`src/rtl/sudoku_check_sequencer_if.sv`:
```
// -----------------------------------------------------------------------------
// sudoku_check_sequencer_if
//
// Bundles the signals between the board check sequencer, the main FSM that
// requests a check, and the board RAM read port.
//
// Handshake semantics:
//   start  : request from the main FSM. It is sampled only while the sequencer
//            is idle (busy=0, done=0). Assertions at any other time are ignored.
//   busy   : high from the cycle after start is accepted until the cycle
//            before done.
//   done   : single-cycle pulse. solved/conflict/err_group/empty_cnt are final
//            from this cycle and hold until the next accepted start.
//   rd_en  : read strobe with rd_addr. rd_data carries the cell value for the
//            read issued in the previous cycle (one-cycle RAM latency).
//
// Signals:
//   start      main FSM  -> sequencer   check request
//   rd_en      sequencer -> RAM         read strobe
//   rd_addr    sequencer -> RAM         cell address row*9+col, 0..80
//   rd_data    RAM       -> sequencer   cell value (0 empty, 1..9, 10..15 illegal)
//   busy       sequencer -> main FSM    scan in progress
//   done       sequencer -> main FSM    results final (one cycle)
//   solved     sequencer -> main FSM    no conflict and no empty cell
//   conflict   sequencer -> main FSM    at least one group invalid
//   err_group  sequencer -> main FSM    first invalid group 0..26
//   empty_cnt  sequencer -> main FSM    number of empty cells 0..81
//
// Modports: master = the sequencer, slave = its environment.
// -----------------------------------------------------------------------------
interface sudoku_check_sequencer_if;
    logic       start;
    logic       rd_en;
    logic [6:0] rd_addr;
    logic [3:0] rd_data;
    logic       busy;
    logic       done;
    logic       solved;
    logic       conflict;
    logic [4:0] err_group;
    logic [6:0] empty_cnt;

    modport master (
        input  start,
        input  rd_data,
        output rd_en,
        output rd_addr,
        output busy,
        output done,
        output solved,
        output conflict,
        output err_group,
        output empty_cnt
    );

    modport slave (
        output start,
        output rd_data,
        input  rd_en,
        input  rd_addr,
        input  busy,
        input  done,
        input  solved,
        input  conflict,
        input  err_group,
        input  empty_cnt
    );
endinterface

```
`src/rtl/sudoku_check_sequencer.sv`:
```
// -----------------------------------------------------------------------------
// sudoku_check_sequencer
//
// Scans a 9x9 board held in RAM once per group (9 rows, 9 columns, 9 boxes:
// 243 reads, one per cycle), flags duplicate or out-of-range values, counts
// empty cells and reports solved / conflict / first offending group.
//
// Ports:
//   clka       system clock, rising edge
//   restart    asynchronous active-high reset
//   bus        sudoku_check_sequencer_if.master (start, RAM read port, results)
//   fsm_state  current FSM state (0 IDLE, 1 READ, 2 DRAIN, 3 DONE), debug
//
// The scan never stops early, so a check always takes the same number of
// cycles: start edge E0, read n during the cycle after E0+n, done during the
// cycle after E0+244.
// -----------------------------------------------------------------------------
module sudoku_check_sequencer #(
    parameter int CELLS = 81
) (
    input  logic                      clka,
    input  logic                      restart,
    sudoku_check_sequencer_if.master  bus,
    output logic [1:0]                fsm_state
);

    localparam logic [1:0] S_IDLE  = 2'd0;
    localparam logic [1:0] S_READ  = 2'd1;
    localparam logic [1:0] S_DRAIN = 2'd2;
    localparam logic [1:0] S_DONE  = 2'd3;

    localparam logic [4:0] LAST_GROUP = 5'd26;
    localparam logic [3:0] LAST_IDX   = 4'd8;
    localparam logic [6:0] MAX_EMPTY  = 7'(CELLS);

    logic [1:0] state;

    // Address-stage counters: group 0..26 and index within the group 0..8.
    logic [4:0] grp;
    logic [3:0] idx;

    // Evaluation-stage tags, one cycle behind the address stage so they line
    // up with rd_data.
    logic       ev_valid;
    logic [4:0] ev_grp;
    logic [3:0] ev_idx;

    logic [8:0] seen;
    logic       conflict_q;
    logic       solved_q;
    logic [4:0] err_q;
    logic [6:0] empty_q;

    // ------------------------------------------------------------------
    // Small constant divide/multiply helpers for the box mapping. Inputs
    // are at most 8, so a compare ladder replaces a real divider.
    // ------------------------------------------------------------------
    function automatic logic [1:0] div3(input logic [3:0] x);
        if (x >= 4'd6)      return 2'd2;
        else if (x >= 4'd3) return 2'd1;
        else                return 2'd0;
    endfunction

    function automatic logic [3:0] times3(input logic [1:0] x);
        return {1'b0, x, 1'b0} + {2'b00, x};
    endfunction

    function automatic logic [1:0] mod3(input logic [3:0] x);
        logic [3:0] rem;
        rem = x - times3(div3(x));
        return rem[1:0];
    endfunction

    // ------------------------------------------------------------------
    // Address generation: group/index -> (row, col) -> row*9+col.
    // ------------------------------------------------------------------
    logic [3:0] row_sel;
    logic [3:0] col_sel;
    logic [3:0] box_id;

    always_comb begin
        row_sel = 4'd0;
        col_sel = 4'd0;
        box_id  = 4'd0;
        if (grp < 5'd9) begin
            row_sel = grp[3:0];
            col_sel = idx;
        end else if (grp < 5'd18) begin
            row_sel = idx;
            col_sel = 4'(grp - 5'd9);
        end else begin
            // Box b covers rows 3*(b/3).. and cols 3*(b%3)..; the index
            // walks the box in row-major order.
            box_id  = 4'(grp - 5'd18);
            row_sel = times3(div3(box_id)) + {2'b00, div3(idx)};
            col_sel = times3(mod3(box_id)) + {2'b00, mod3(idx)};
        end
    end

    // 9*row = 8*row + row, then add the column.
    assign bus.rd_addr = {row_sel, 3'b000} + {3'b000, row_sel} + {3'b000, col_sel};

    // ------------------------------------------------------------------
    // Evaluation of the datum returned for the previous cycle's read.
    // ------------------------------------------------------------------
    logic [8:0] digit_bit;
    logic [8:0] seen_base;
    logic [8:0] seen_next;
    logic       illegal;
    logic       dup;
    logic       bad;
    logic       is_empty;
    logic       conflict_next;
    logic [6:0] empty_next;

    always_comb begin
        digit_bit = 9'd0;
        if (bus.rd_data >= 4'd1 && bus.rd_data <= 4'd9) begin
            digit_bit = 9'd1 << (bus.rd_data - 4'd1);
        end
        // The first cell of a group starts from an empty mask, so the
        // previous group's bits never leak into this one.
        seen_base     = (ev_idx == 4'd0) ? 9'd0 : seen;
        illegal       = (bus.rd_data > 4'd9);
        dup           = |(seen_base & digit_bit);
        bad           = ev_valid && (illegal || dup);
        seen_next     = seen_base | digit_bit;
        // Every cell appears exactly once in the row pass, so empties are
        // counted there only.
        is_empty      = ev_valid && (bus.rd_data == 4'd0) && (ev_grp < 5'd9);
        conflict_next = conflict_q | bad;
        empty_next    = empty_q;
        if (is_empty && (empty_q != MAX_EMPTY)) begin
            empty_next = empty_q + 7'd1;
        end
    end

    // ------------------------------------------------------------------
    // FSM, counters, pipeline tags and result registers.
    // ------------------------------------------------------------------
    always_ff @(posedge clka or posedge restart) begin
        if (restart) begin
            state      <= S_IDLE;
            grp        <= 5'd0;
            idx        <= 4'd0;
            ev_valid   <= 1'b0;
            ev_grp     <= 5'd0;
            ev_idx     <= 4'd0;
            seen       <= 9'd0;
            conflict_q <= 1'b0;
            solved_q   <= 1'b0;
            err_q      <= 5'd0;
            empty_q    <= 7'd0;
        end else begin
            ev_valid <= (state == S_READ);
            ev_grp   <= grp;
            ev_idx   <= idx;

            if (ev_valid) begin
                seen       <= seen_next;
                conflict_q <= conflict_next;
                empty_q    <= empty_next;
                // Only the first invalid group is reported.
                if (bad && !conflict_q) begin
                    err_q <= ev_grp;
                end
            end

            case (state)
                S_IDLE: begin
                    if (bus.start) begin
                        state      <= S_READ;
                        grp        <= 5'd0;
                        idx        <= 4'd0;
                        conflict_q <= 1'b0;
                        solved_q   <= 1'b0;
                        err_q      <= 5'd0;
                        empty_q    <= 7'd0;
                    end
                end
                S_READ: begin
                    if (idx == LAST_IDX) begin
                        idx <= 4'd0;
                        if (grp == LAST_GROUP) begin
                            grp   <= 5'd0;
                            state <= S_DRAIN;
                        end else begin
                            grp <= grp + 5'd1;
                        end
                    end else begin
                        idx <= idx + 4'd1;
                    end
                end
                S_DRAIN: begin
                    // The last datum is evaluated on this same edge, so the
                    // verdict uses the post-update conflict and count.
                    state    <= S_DONE;
                    solved_q <= !conflict_next && (empty_next == 7'd0);
                end
                S_DONE: begin
                    state <= S_IDLE;
                end
                default: begin
                    state <= S_IDLE;
                end
            endcase
        end
    end

    assign bus.rd_en     = (state == S_READ);
    assign bus.busy      = (state == S_READ) || (state == S_DRAIN);
    assign bus.done      = (state == S_DONE);
    assign bus.solved    = solved_q;
    assign bus.conflict  = conflict_q;
    assign bus.err_group = err_q;
    assign bus.empty_cnt = empty_q;
    assign fsm_state     = state;

endmodule

```
`src/flat_wrapper.sv`:
```
// flat-port wrapper written by rule: the top's interface ports become plain ports
module sudoku_check_sequencer_flat 
#(
    parameter int CELLS = 81
)
  (clka, restart, fsm_state, bus_start, bus_rd_data, bus_rd_en, bus_rd_addr, bus_busy, bus_done, bus_solved, bus_conflict, bus_err_group, bus_empty_cnt);
  sudoku_check_sequencer_if bus_i ();
  input  logic clka;
  input  logic restart;
  output logic [1:0] fsm_state;
  input wire logic [$bits(bus_i.start)-1:0] bus_start;
  input wire logic [$bits(bus_i.rd_data)-1:0] bus_rd_data;
  output wire logic [$bits(bus_i.rd_en)-1:0] bus_rd_en;
  output wire logic [$bits(bus_i.rd_addr)-1:0] bus_rd_addr;
  output wire logic [$bits(bus_i.busy)-1:0] bus_busy;
  output wire logic [$bits(bus_i.done)-1:0] bus_done;
  output wire logic [$bits(bus_i.solved)-1:0] bus_solved;
  output wire logic [$bits(bus_i.conflict)-1:0] bus_conflict;
  output wire logic [$bits(bus_i.err_group)-1:0] bus_err_group;
  output wire logic [$bits(bus_i.empty_cnt)-1:0] bus_empty_cnt;
  assign bus_i.start = bus_start;
  assign bus_i.rd_data = bus_rd_data;
  assign bus_rd_en = bus_i.rd_en;
  assign bus_rd_addr = bus_i.rd_addr;
  assign bus_busy = bus_i.busy;
  assign bus_done = bus_i.done;
  assign bus_solved = bus_i.solved;
  assign bus_conflict = bus_i.conflict;
  assign bus_err_group = bus_i.err_group;
  assign bus_empty_cnt = bus_i.empty_cnt;
  sudoku_check_sequencer #(.CELLS(CELLS)) u_core (.clka(clka), .restart(restart), .bus(bus_i), .fsm_state(fsm_state));
endmodule
```
`config.mk`:
```
export PLATFORM = sky130hd
export DESIGN_NAME = sudoku_check_sequencer_flat
export DESIGN_NICKNAME = d
export VERILOG_FILES = /design/src/rtl/sudoku_check_sequencer_if.sv /design/src/rtl/sudoku_check_sequencer.sv /design/src/flat_wrapper.sv
export SDC_FILE = /design/constraint.sdc
export NUM_CORES = 1
export LEC_CHECK = 0
export BUFFER_PORTS_ARGS = -buffer_cell sky130_fd_sc_hd__buf_2
export CAP_MARGIN = 20
export CORE_MARGIN = 1.5
export CORE_UTILIZATION = 45
export DETAILED_ROUTE_END_ITERATION = 6
export PLACE_DENSITY = 0.74
export SLEW_MARGIN = 20
export SYNTH_ARGS = -nofsm -noshare
export SYNTH_HDL_FRONTEND = slang
export SYNTH_SLANG_ARGS = --single-unit
```
`constraint.sdc`:
```
create_clock -name clka -period 6.4 [get_ports clka]
set_input_delay 1.6 -clock clka [delete_from_list [all_inputs] [get_ports clka]]
set_output_delay 1.6 -clock clka [all_outputs]
set_load 0.01 [all_outputs]
```
Word level (Yosys, flattened, before mapping)
Cells that the tools add are included.
- flip-flop bits (word level): 44
- input port bits: 7
- output and inout port bits: 26
- equal/unequal tests: 9
- bitwise gates (word level): 3
- order comparisons: 10
- muxes and demuxes: 38
- add/subtract/negate cells: 15
- reduce and logical (&&, ||, !) cells: 22
- shift-type cells: 1
- operator list (cell ; count):
    5-bit two-way mux ; 7
    7-bit two-way mux ; 4
    4-bit two-way mux ; 6
    2-bit two-way mux ; 9
    9-bit two-way mux ; 2
    7-bit by 4-bit adder with 7-bit output ; 2
    5-bit by 4-bit less-than comparator with 1-bit output (second input constant) ; 2
    5-bit case mux with 2 select lines ; 1
    9-bit bitwise AND ; 1
    9-bit OR ; 1
    9-bit OR reduction ; 1
    1-bit by 4-bit << shifter with 9-bit output (first input constant) ; 1
    3-bit by 2-bit adder with 4-bit output ; 2
    4-bit by 2-bit adder with 4-bit output ; 2
    4-bit by 2-bit greater-or-equal comparator with 1-bit output (second input constant) ; 2
    4-bit by 3-bit greater-or-equal comparator with 1-bit output (second input constant) ; 2
    4-bit zero test ; 2
    2-bit case mux with 4 select lines ; 1
    4-bit case mux with 2 select lines ; 1
    7-bit by 1-bit adder with 7-bit output (second input constant) ; 1
    1-bit logical AND ; 7
    7-bit zero test ; 1
    7-bit != test (second input constant) ; 1
    1-bit two-way mux ; 6
    other kinds (25) ; 33

Logic depth before layout (Yosys ltp)
- depth in word-level cells: 13
- depth in mapped cells: 26

Least setup slack after synthesis
OpenSTA, ideal clock, no wires.
- kind: register to output
- start point: register u_core.grp[1]
- end point: output bus_rd_addr[6]
- required time: 4800 ps
- path slack: 30 ps
- path buffers: 1
- arrival: 4770 ps
- stages on the path, launching flop included: 24
- cells stage by stage: dfrtp_1 > inv_1 > ha_1 > xnor2_1 > and3b_1 > clkbuf_1 > nor2_1 > ha_1 > xnor2_1 > xnor2_1 > inv_1 > fa_1 > inv_1 > ha_1 > fa_1 > o21ai_0 > o21ai_0 > ha_1 > ha_1 > a21o_1 > a21oi_1 > nor2b_1 > o21ai_0 > xnor2_1
- word-level cells in the longest chain between the ends: 13
- elaborated cells on any way between the ends: 21
- classes of those cells: 9 x add/sub; 4 x order compare; 8 x mux
- ends and longest elaborated chain (what ; line ; RTL):
    start, declared ; sudoku_check_sequencer.sv:39 ; logic [4:0] grp;
    start signal, assigned ; sudoku_check_sequencer.sv:188 ; grp <= grp + 5'd1;
    4-bit by 2-bit subtractor with 4-bit output ; sudoku_check_sequencer.sv:94 ; box_id = 4'(grp - 5'd18);
    4-bit by 2-bit greater-or-equal comparator with 1-bit output ; sudoku_check_sequencer.sv:60 ; else if (x >= 4'd3) return 2'd1;
    1-bit two-way mux ; sudoku_check_sequencer.sv:60 ;
    2-bit two-way mux ; sudoku_check_sequencer.sv:59 ; if (x >= 4'd6) return 2'd2;
    2-bit two-way mux ; sudoku_check_sequencer.sv:88 ; end else if (grp < 5'd18) begin
    2-bit two-way mux ; sudoku_check_sequencer.sv:85 ; if (grp < 5'd9) begin
    3-bit by 2-bit adder with 4-bit output ; sudoku_check_sequencer.sv:65 ; return {1'b0, x, 1'b0} + {2'b00, x};
    2-bit subtractor ; sudoku_check_sequencer.sv:70 ; rem = x - times3(div3(x));
    3-bit by 2-bit adder with 4-bit output ; sudoku_check_sequencer.sv:65 ;
    4-bit by 2-bit adder with 4-bit output ; sudoku_check_sequencer.sv:96 ; col_sel = times3(mod3(box_id)) + {2'b00, mod3(idx)};
    4-bit two-way mux ; sudoku_check_sequencer.sv:88 ;
    4-bit two-way mux ; sudoku_check_sequencer.sv:85 ;
    7-bit by 4-bit adder with 7-bit output (*) ; sudoku_check_sequencer.sv:101 ; assign bus.rd_addr = {row_sel, 3'b000} + {3'b000, row_sel} + {3'b000, col_sel};
    end, declared ; flat_wrapper.sv:14 ; output wire logic [$bits(bus_i.rd_addr)-1:0] bus_rd_addr;
Every way passes the cells marked *; elsewhere a longest branch is shown, timed or not. The select of a mux whose other input is x is not followed.

Worst setup path after layout
- start point: register u_core.idx[0]
- end point: output bus_rd_addr[6]
- word-level cells in the longest chain between the ends: 11
- elaborated cells on any way between the ends: 16
- classes of those cells: 6 x add/sub; 2 x order compare; 8 x mux
- ends and longest elaborated chain (what ; line ; RTL):
    start, declared ; sudoku_check_sequencer.sv:40 ; logic [3:0] idx;
    start signal, assigned ; sudoku_check_sequencer.sv:191 ; idx <= idx + 4'd1;
    4-bit by 2-bit greater-or-equal comparator with 1-bit output ; sudoku_check_sequencer.sv:60 ;
    1-bit two-way mux ; sudoku_check_sequencer.sv:60 ;
    2-bit two-way mux ; sudoku_check_sequencer.sv:59 ;
    2-bit two-way mux ; sudoku_check_sequencer.sv:88 ;
    2-bit two-way mux ; sudoku_check_sequencer.sv:85 ;
    2-bit adder ; sudoku_check_sequencer.sv:65 ;
    2-bit subtractor ; sudoku_check_sequencer.sv:70 ;
    4-bit by 2-bit adder with 4-bit output ; sudoku_check_sequencer.sv:96 ;
    4-bit two-way mux ; sudoku_check_sequencer.sv:88 ;
    4-bit two-way mux ; sudoku_check_sequencer.sv:85 ;
    7-bit by 4-bit adder with 7-bit output (*) ; sudoku_check_sequencer.sv:101 ;
Marked as above.

==> results.md <==
- The run finished, with violations left.
- The final reports fail on design-rule violations, negative setup slack.
- For this run, the leading register cell type out of synthesis is sky130_fd_sc_hd__dfrtp_1.
- Timing analysis after detailed placement gives a worst setup slack of -0.09852 ns.
- TritonCTS built the clock tree.
- 33 I/O pins were placed.
- Once detailed placement completed, the half-perimeter wirelength came to 4641 µm.
- The tightest hold path in the finished design has a slack of 0.4838 ns.
- Fill cells in the final layout number 520.
- The fraction of the mapped netlist area in compound gates is 13.23%.
- After clock tree synthesis, the clock-pin slew on the worst setup and hold paths is 0.08 ns.
- After the first detailed-routing iteration, the DRC count stood at 121.
- Of the total synthesized cell area, the portion taken by AND, OR, NAND and NOR gates is 17.21%.
- The slowest stage of the critical path is the sky130_fd_sc_hd__fa_1 cell.
- Summed over all failing endpoints, the final setup total negative slack is -0.1760 ns.
- The portion of synthesized area spent on multiplexers is 3.687%.
- The global-route wire length before repair is 11460 µm.
- In the final layout, the multi-input gates occupy about 0.0020 mm².
- After detailed routing, the number of remaining DRC violations is 2.
- After global routing, the most crowded layer is met2.
- The critical path contains buffers and inverters numbering 3 combined.
- After floorplanning, the core was divided into 29 placement rows.
- In this run the deepest clock path goes through 2 buffers.
- The worst register-to-register path has a setup slack of 4.17 ns.
- The cell count after synthesis is between 300 and 400.
- The setup path with the least slack is of type flop to output pin.
- The number of vias per cell after detailed routing is between 5 and 6.
- The floorplan step set the die height to 85.39 µm.
- Averaged over all synthesized cells, the footprint is 9.426 µm².
- The synthesized netlist devotes between 10% and 20% of its cell area to adder and majority cells.
- The path class of the lowest-slack min-delay path is flop to flop.
- For this design the static power due to leakage is 0.001920 µW.
- The number of nets in the layout is between 400 and 500.
- The startpoint type of the worst setup path is a flop.
- The vias after detailed routing is 2590.
- The parity-gate share of the synthesized area counting xor and xnor cells is 6.596%.
- The worst setup path is captured at an output pin.
- Summed over all layers, the global routing overflow is 0.
- Global routing used 3.696% of the available met3 tracks.
- Of the available clock period, the critical path in the final layout requires 102.1%.
- The final setup violation count is 2.
- The number of nets in the synthesized netlist is 369.
- The count of different cell masters after synthesis is slightly above 50.
- The final critical path time including I/O delays and setup is 6.533 ns.
- In the final layout, the share of cells above drive strength 1 is 37.16%.
- The fraction of met1 tracks used by global routing is 23.80%.
- The largest net degree at the start of global routing is 39.
- The final worst clock skew is 0.005622 ns.
- At the worst endpoint, the required time is ~4.8 ns.
- The peak supply drop is ~0.10 mV.
- Ranked by total cell area, the synthesized netlist is headed by sky130_fd_sc_hd__dfrtp_1, sky130_fd_sc_hd__ha_1, sky130_fd_sc_hd__nor2_1, sky130_fd_sc_hd__inv_1, sky130_fd_sc_hd__nand2_1.
- The later pin in the worst-skew pair is clocked with a latency of 0.30 ns.
- The count of nets left with antenna violations once routing finished came out at 0.
- In the post-route analysis, the smallest setup slack over all paths is -0.1329 ns.
- Yosys mapped a number of flops with a built-in enable equal to 0.
- The actual slew at the worst max-slew pin is 0.9160 ns.
- For this run, asynchronously set or reset flops after synthesis account for 100.0%.
- The total track usage is 19.75%.
- The via count of the first global-routing pass was 2441.
- The number of cells on the critical path is 24.
- The arrival time reported for the critical path endpoint is between 4 and 5 ns.
- In this run the worst path has a maximum fanout of 3.
- The worst register-to-register path ends at u_core.grp[4].
- The first detailed-routing pass took 7 iterations.
- The routability congestion estimate from global placement is 0.8619.
- The area of the die is 0.007291 mm².
- The floorplan step defined a core boundary enclosing 0.006459 mm².
- The total power per unit cell area is about 150 mW/mm².
- The number of antenna violations at the first check in global routing is 0.
- For this run, the top clock speed supported by timing is 153.1 MHz.
- On the worst path, the slowest cell contributes a delay of 0.43 ns.
- The total count of max-transition violations in the final report is 0.
- sky130_fd_sc_hd__dfrtp_1 takes more of the synthesized area than any other cell.
- In this run the worst setup path begins at u_core.idx[0].
- The portion of synthesized cell area occupied by the leading cell type is 36.05%.
- The end point of the critical path is bus_rd_addr[6].
- The TritonCTS buffer count is 5.
- Setup repair after global routing could not meet its margin everywhere.
- The normalized max-slew margin is just under 40%.
- Yosys printed 0 warnings.
- The tree is rooted in a sky130_fd_sc_hd__clkbuf_8.
- The effective utilization at floorplan is 47.29%.
- Relative to the synthesized area, the layout overhead comes to 32.77%.
- The number of sinks driven by the clock tree is 44.
- In this run the number of H-tree levels came out at 2.
- The average routed wire per standard cell is 14.88 µm.
- The number of cells on the worst reg-to-reg path is 8.
- Wires add up to 7232 µm.
- In this run the critical register-to-register path is launched from u_core.fsm_state[0].
- The final antenna diode count is 0.
- Summing all flip-flop and latch instances after layout gives roughly 0.0011 mm².
- The register bit total from synthesis is 44.
- The die width is 85.39 µm.
- The signal on the critical path passes through inv_2, ha_4, o21ai_2, nand2b_1, nor2_2, ha_4, ha_4, nor2_4, xor2_2, xnor2_1, fa_1, inv_1, ha_2, fa_2, o21ai_2, o21ai_1, ha_1, ha_1, a21o_1, a21oi_2, nor2b_1, o21ai_1, xnor2_1, buf_2.
- The design draws between 600 and 700 µW.
- The largest delay contributor family on the critical path is adder cells.
- For met2 alone, demand over resource in global routing was 34.42%.
- After synthesis, flip-flops and latches occupy 36.05% of the total area.
- The number of max-cap violations is 0.
- The combinational family with the most area after synthesis is simple AND/OR/NAND/NOR gates.
- The mapped netlist covers 0.003054 mm².
- Port buffering added 32 buffers.
- The count of final hold-check violations is 0.
- Among the stages of the critical path, the cell type that occurs most often is sky130_fd_sc_hd__ha_4.
==> stage by stage <==
stage          utilization, %  cell area (µm²)  cells
3_3_place_gp            52.11             3366    439
4_1_cts                 59.22             3825    479
3_5_place_dp            52.11             3366    439
2_1_floorplan               -             3054    324
5_1_grt                 62.79             4055    486
6_report                62.79             4055    486
==> metal layers <==
| metal | vias up | wire, µm |
|---|---|---|
| li1 | 1267 | - |
| met1 | 1255 | 3110 |
| met2 | 58 | 3778 |
| met3 | 10 | 244 |
| met4 | 0 | 99 |
| met5 | - | 0 |
==> worst min-delay path, stage by stage (launching register included) <==
cell and delay, ns:
sky130_fd_sc_hd__dfrtp_1 0.35, sky130_fd_sc_hd__nand2_1 0.05, sky130_fd_sc_hd__o31ai_1 0.05
==> synth_stat cells (2+ instances only) <==
| library cell | count |
|---|---|
| sky130_fd_sc_hd__o22ai_1 | 2 |
| sky130_fd_sc_hd__a21o_1 | 3 |
| sky130_fd_sc_hd__nor2_1 | 37 |
| sky130_fd_sc_hd__clkbuf_8 | 3 |
| sky130_fd_sc_hd__nand2_1 | 29 |
| sky130_fd_sc_hd__and2_1 | 4 |
| sky130_fd_sc_hd__a32o_1 | 6 |
| sky130_fd_sc_hd__mux2i_1 | 9 |
| sky130_fd_sc_hd__nand3_1 | 5 |
| sky130_fd_sc_hd__nand4_1 | 6 |
| sky130_fd_sc_hd__fa_1 | 5 |
| sky130_fd_sc_hd__clkbuf_1 | 7 |
| sky130_fd_sc_hd__ha_1 | 33 |
| sky130_fd_sc_hd__and3_1 | 2 |
| sky130_fd_sc_hd__inv_1 | 29 |
| sky130_fd_sc_hd__a21oi_1 | 17 |
| sky130_fd_sc_hd__nor2b_1 | 4 |
| sky130_fd_sc_hd__nand2b_1 | 4 |
| sky130_fd_sc_hd__o31ai_1 | 3 |
| sky130_fd_sc_hd__dfrtp_1 | 44 |
| sky130_fd_sc_hd__xnor2_1 | 12 |
| sky130_fd_sc_hd__mux2_2 | 2 |
| sky130_fd_sc_hd__nor3_1 | 7 |
| sky130_fd_sc_hd__xor2_1 | 11 |
| sky130_fd_sc_hd__o21ai_0 | 13 |
| sky130_fd_sc_hd__nand3b_1 | 2 |
==> timing repair <==
item,CTS,global route
endpoints found under the setup margin,5,5
setup buffers,33,8
gates resized for setup,27,37
hold buffers,0,0
pin swaps,26,22
==> cell families (layout without fill, tap and decap cells) <==
family	after synthesis	count (layout)
xor gates and xnor gates	23	23
and+or+nand+nor	108	108
buffers and inverters	42	127
muxes	11	11
adders and majority gates	38	38
AOI/OAI and AO/OA	58	58
DFF	44	44
==> area by class of cell <==
type / count / share of cell area (%)
clock buffer: 7 / 2.376
clock inverter: 1 / 0.7405
inverter: 29 / 2.746
multi-input combinational: 238 / 49.65
sequential: 44 / 27.24
tap: 77 / 2.376
timing repair buffer: 90 / 14.87
==> placed cells by master, fill, tap and decap left out, drive strengths merged, types with 2 or more instances in the layout <==
cell | Yosys | routed
buf | 3 | 90
dfrtp | 44 | 44
nor2 | 37 | 37
ha | 33 | 33
nand2 | 29 | 29
inv | 29 | 29
a21oi | 17 | 17
o21ai | 13 | 13
xnor2 | 12 | 12
xor2 | 11 | 11
mux2i | 9 | 9
clkbuf | 10 | 7
nor3 | 7 | 7
nand4 | 6 | 6
a32o | 6 | 6
nand3 | 5 | 5
fa | 5 | 5
nand2b | 4 | 4
nor2b | 4 | 4
and2 | 4 | 4
o31ai | 3 | 3
a21o | 3 | 3
nand3b | 2 | 2
and3 | 2 | 2
a221oi | 2 | 2
o22ai | 2 | 2
mux2 | 2 | 2
nor4b | 2 | 2
nor4 | 2 | 2
a211oi | 2 | 2
==> power by group <==
group | internal [µW] | total (µW) | switching (µW)
clock | 138 | 234 | 96.5
sequential | 293 | 309 | 15.3
combinational | 30.2 | 69.2 | 39.0
==> how the worst min path moves through the flow <==
stage / endpoint / cells past startpoint / from
global placement: u_core.ev_idx[1] / 0 / u_core.idx[1]
global route: u_core.seen[6] / 1 / u_core.seen[6]
finish: u_core.seen[8] / 2 / u_core.seen[8]
CTS: u_core.seen[0] / 2 / u_core.seen[0]
floorplan: u_core.ev_grp[3] / 0 / u_core.grp[3]
detailed placement: u_core.ev_idx[1] / 0 / u_core.idx[1]
==> flip-flops by register name (all words and copies together), names as in the netlist <==
name,flops
u_core.seen,9
u_core.bus.empty_cnt,7
u_core.bus.err_group,5
u_core.ev_grp,5
u_core.grp,5
u_core.ev_idx,4
u_core.idx,4
u_core.fsm_state,2
u_core.bus.conflict,1
u_core.bus.solved,1
u_core.ev_valid,1
No activity file was read; power rests on OpenSTA's default activity.
